--- src/rtl/systolic_array_controller.sv ---
//------------------------------------------------------------------------------
// Module   : systolic_array_controller
// Brief    : Clear / diagonal-wavefront read / lagged write sequencer for an
//            N x N output-stationary systolic array.
// Macro    : SYSTOLIC_CTRL_RESTART_EN (init outside IDLE restarts at CLEAR)
// Revision : 1.0
//------------------------------------------------------------------------------
`default_nettype none

package systolic_ctrl_pkg;
  typedef enum logic [1:0] {
    IDLE  = 2'b00,
    CLEAR = 2'b01,
    RUN   = 2'b10,
    DONE  = 2'b11
  } state_e;
endpackage

module systolic_ctrl_fsm
  import systolic_ctrl_pkg::*;
#(
  parameter int N  = 5,
  parameter int TW = $clog2(3 * N)
) (
  input  logic          clk,
  input  logic          rst_n,
  input  logic          init,
  output state_e        state,
  output logic [TW-1:0] r_t
);

  localparam logic [TW-1:0] c_last = TW'(3 * N - 2);

  always_ff @(posedge clk or negedge rst_n) begin
    if (!rst_n) begin
      state <= IDLE;
      r_t   <= '0;
    end else begin
`ifdef SYSTOLIC_CTRL_RESTART_EN
      if (init && (state != IDLE)) begin
        state <= CLEAR;
        r_t   <= '0;
      end else
`endif
      case (state)
        IDLE: begin
          r_t <= '0;
          if (init) state <= CLEAR;
        end
        CLEAR: begin
          state <= RUN;
          r_t   <= '0;
        end
        RUN: begin
          if (r_t == c_last) begin
            state <= DONE;
            r_t   <= '0;
          end else begin
            r_t <= r_t + 1'b1;
          end
        end
        DONE: begin
          state <= IDLE;
          r_t   <= '0;
        end
        default: begin
          state <= IDLE;
          r_t   <= '0;
        end
      endcase
    end
  end

endmodule

module systolic_array_controller
  import systolic_ctrl_pkg::*;
#(
  parameter int N = 5
) (
  input  logic           clk,
  input  logic           rst_n,
  input  logic           init,
  output logic [N*N-1:0] read,
  output logic [N*N-1:0] write,
  output logic [N*N-1:0] clr
);

  localparam int TW = $clog2(3 * N);

  state_e          state;
  logic [TW-1:0]   r_t;
  logic [31:0]     w_t;
  logic            w_run;

  systolic_ctrl_fsm #(
    .N  (N),
    .TW (TW)
  ) C1 (
    .clk   (clk),
    .rst_n (rst_n),
    .init  (init),
    .state (state),
    .r_t   (r_t)
  );

  assign w_t   = 32'(r_t);
  assign w_run = (state == RUN);
  assign clr   = {(N*N){state == CLEAR}};

  // Window tests use wrapping subtraction: (t - lo) < N  <=>  lo <= t <= lo+N-1.
  for (genvar r = 0; r < N; r++) begin : g_row
    for (genvar c = 0; c < N; c++) begin : g_col
      localparam logic [31:0] c_rd_lo = 32'(r + c);
      localparam logic [31:0] c_wr_lo = 32'(r + c + 1);
      assign read[r*N+c]  = w_run && ((w_t - c_rd_lo) < 32'(N));
      assign write[r*N+c] = w_run && ((w_t - c_wr_lo) < 32'(N));
    end
  end

endmodule

`default_nettype wire

--- config.mk ---
export PLATFORM = sky130hd
export DESIGN_NAME = systolic_array_controller
export DESIGN_NICKNAME = d
export VERILOG_FILES = /design/src/rtl/systolic_array_controller.sv
export SDC_FILE = /design/constraint.sdc
export NUM_CORES = 1
export LEC_CHECK = 0
export CAP_MARGIN = 20
export CELL_PAD_IN_SITES_DETAIL_PLACEMENT = 0
export CELL_PAD_IN_SITES_GLOBAL_PLACEMENT = 2
export CORE_MARGIN = 2
export CORE_UTILIZATION = 21
export DETAILED_ROUTE_END_ITERATION = 6
export PLACE_DENSITY_LB_ADDON = 0.1
export SYNTH_ARGS = -nofsm -noshare
export SYNTH_HDL_FRONTEND = slang
export SYNTH_SLANG_ARGS = --single-unit
--- constraint.sdc ---
create_clock -name clk -period 5 [get_ports clk]
set_input_delay 0.75 -clock clk [delete_from_list [all_inputs] [get_ports clk]]
set_output_delay 0.75 -clock clk [all_outputs]
set_load 0.05 [all_outputs]
==> run summary <==
Starting Density - 0.216
CTS buffer count - 3
Synthesized area per cell - 8.20 um2
Area delta synth->final - 29.8%
FF-to-FF End - C1.state[1]
Peak supply drop - 422 uV
Post-route ant nets - 0
Post-synth ARST share - 1.00
Post-synth EDFFs - 0
Max capacitance violation total - 0
Startpoint Class - flip-flop
Synth top area share - 0.381
Io pins - 78
Switching pwr - 0.000542 W
Min-delay src - C1.state[0]
H-tree depth - 1
CTS sink cnt - 6
Clk_skew - 0.000953 ns
Slew headroom - 0.418
Synth cell count leaders - buf_4 (64), ha_1 (15), inv_1 (9)
Max-slew violations - 0
Die X - 81.5 um
GR Overflow Total - 0
Leading area contributor after synthesis - buf_4
Die height - 81.5 um
Residual DRC - 0
Crit path cell chain - inv_1 -> ha_1 -> nor2b_1 -> o21ai_1 -> a2111oi_1 -> clkdlybuf4s50_1
Vias in the first global route - 809
Final hold vios - 0
Clock transition at the registers of the reported paths - 0.03 ns
Worst skew pair latency - 0.22 ns
Slew at the pin closest to its max-slew limit - 0.867 ns
Worst r2r src - C1.r_t[3]
First-pass GRT wire length - 3830 um
Row Count - 28
Power Dens Cells - 538 mW/mm2
Clock power share - 0.081
Yosys reg bits - 6
Cts hold-fix bufs - 0
Worst min path class - flip-flop to flip-flop
Critical Path Sink Type - output pin
# port buffers - 77
Crit share post-route - 0.810
Leak pwr - 0.602 nW
Initial antenna violation count - 0
Post-DP HPWL - 2050 um
CP Max Fanout - 12
Crit path max-delay cell type - clkdlybuf4s50_1
Sw Ratio - 0.615
Register area share after synthesis - 0.119
Internal power - 0.000339 W
R2R setup slack - 3.21 ns
Setup_tns - 0 ns
Count leader, synth - buf_4
Die footprint - 0.00665 mm2
Worst Path Buf+Inv - 2
Inst Count DP - 236
GPL Wtd Cong - 0.729
CP peak stage delay - 0.94 ns
RSZ-0062 raised after global routing - false
Main flop type after synthesis - dfrtp_1
Core area - 0.00585 mm2
TritonCTS clock tree - yes
Drt first pass iters - 2
Hold-critical path endpoint - C1.state[0]
Vias/cell - 3.90
Synthesized Nets - 172
Post-CTS setup buffers - 0
Largest net degree at the start of global routing - 26
Number of fill cells - 601
Wire length per cell - 10.6 um
Gate Count Post-Synth - 154
Total wire length - 2540 um
Top cells by area, synth - buf_4 (38%), ha_1 (15%), dfrtp_1 (12%)
CP top delay family - buffers and inverters
Fin crit period - 4.05 ns
Hold Crit Depth - 1
WP data required - 4.25 ns
Status - finished, final reports clean
Layout Nets - 184
Max Freq - 247 MHz
Post-layout instance area - 0.00164 mm2
Placed inst area - 0.00160 mm2
Worst reg2reg path depth - 4
# diodes - 0
Iter 0 DRT Violations - 27
Count of different cell masters after synthesis - 35
Worst EP arrival - 3.30 ns
Final setup fails - 0
Cell Area, Synth - 0.00126 mm2
Sequential fraction of design power - 0.109
Share of cells above drive strength 1 - 0.0488
Synth warn - 0
Clock tree buffer depth - 2
Total GRT Usage - 0.0730
Critical path class - flip-flop to output pin
Root Buffer - clkbuf_8
# resized after CTS - 0
Gate power share - 0.811
Via count - 931
Finished Layout Cells - 239
[metal layers]
metal / wire [um] / global-route usage / up-vias
met5: 0 / 0 / -
met4: 42 / 0.0356 / 0
met3: 190 / 0.00769 / 5
met2: 1190 / 0.129 / 52
met1: 1120 / 0.0876 / 416
li1: - / - / 458
[logic make-up (layout without fill, tap and decap cells)]
| family | after synthesis | in the layout | synth area share |
|---|---|---|---|
| mux | 2 | 2 | 0.0168 |
| xor+xnor | 4 | 4 | 0.0277 |
| simple gates | 25 | 25 | 0.104 |
| fa+ha+maj | 15 | 15 | 0.149 |
| buf+inv | 79 | 89 | 0.446 |
| flops | 6 | 6 | 0.119 |
| compound gates | 23 | 23 | 0.138 |
[metrics by stage]
step | utilization | hold WS [ns] | setup slack [ns] | total power [W]
final | 0.280 | 0.527 | 0.952 | 0.000881
after global routing | 0.280 | 0.551 | 0.617 | 0.000935
after CTS | 0.280 | 0.529 | 0.882 | 0.000894
after detailed placement | 0.273 | 0.522 | 1.12 | 0.000821
after global placement | 0.273 | 0.517 | 1.26 | 0.000827
after floorplan | - | 0.454 | 0.464 | 0.000733
[power groups by stage]
stage	Combinational (W)	Sequential (W)	Clock, W
final	0.000714	0.0000957	0.0000710
after global routing	0.000757	0.000102	0.0000764
after CTS	0.000724	0.0000971	0.0000728
after detailed placement	0.000723	0.0000976	0
after global placement	0.000729	0.0000983	0
after floorplan	0.000657	0.0000763	0
[placed cells by master, fill, tap and decap left out, types with 2 or more instances in the layout]
| cell type | synthesis | final |
|---|---|---|
| dfrtp_1 | 6 | 6 |
| inv_1 | 9 | 9 |
| xnor2_1 | 4 | 4 |
| clkbuf_8 | 0 | 3 |
| ha_1 | 15 | 15 |
| clkdlybuf4s50_1 | 0 | 77 |
| nor2b_1 | 4 | 4 |
| nor2_1 | 6 | 6 |
| o21ai_0 | 2 | 2 |
| a21oi_1 | 6 | 6 |
| a21boi_0 | 2 | 2 |
| nand2_1 | 6 | 6 |
| and3_1 | 2 | 2 |
| a211oi_1 | 2 | 2 |
[state kept, by name, summed over array words and instances, names as in the netlist]
name / flops
C1.r_t: 4
C1.state: 2
[how the worst max path moves through the flow]
stage	end	cells after the start	start	slack, ns
floorplan	read[10]	7	C1.r_t[2]	0.46
global placement	read[10]	6	C1.r_t[2]	1.26
detailed placement	write[5]	6	C1.r_t[2]	1.12
CTS	write[5]	6	C1.r_t[2]	0.88
global route	write[1]	6	C1.r_t[2]	0.62
finish	write[5]	6	C1.r_t[2]	0.95
[cell type report]
cell class / instances / area [um2] / share of cell area
multi-input cells: 69 / 549 / 0.335
repair buffers: 77 / 771 / 0.470
inverters: 9 / 33.8 / 0.0206
flip-flops and latches: 6 / 150 / 0.0916
well taps: 75 / 93.8 / 0.0573
clock buffers: 3 / 41.3 / 0.0252
No activity file was read; power rests on OpenSTA's default activity.
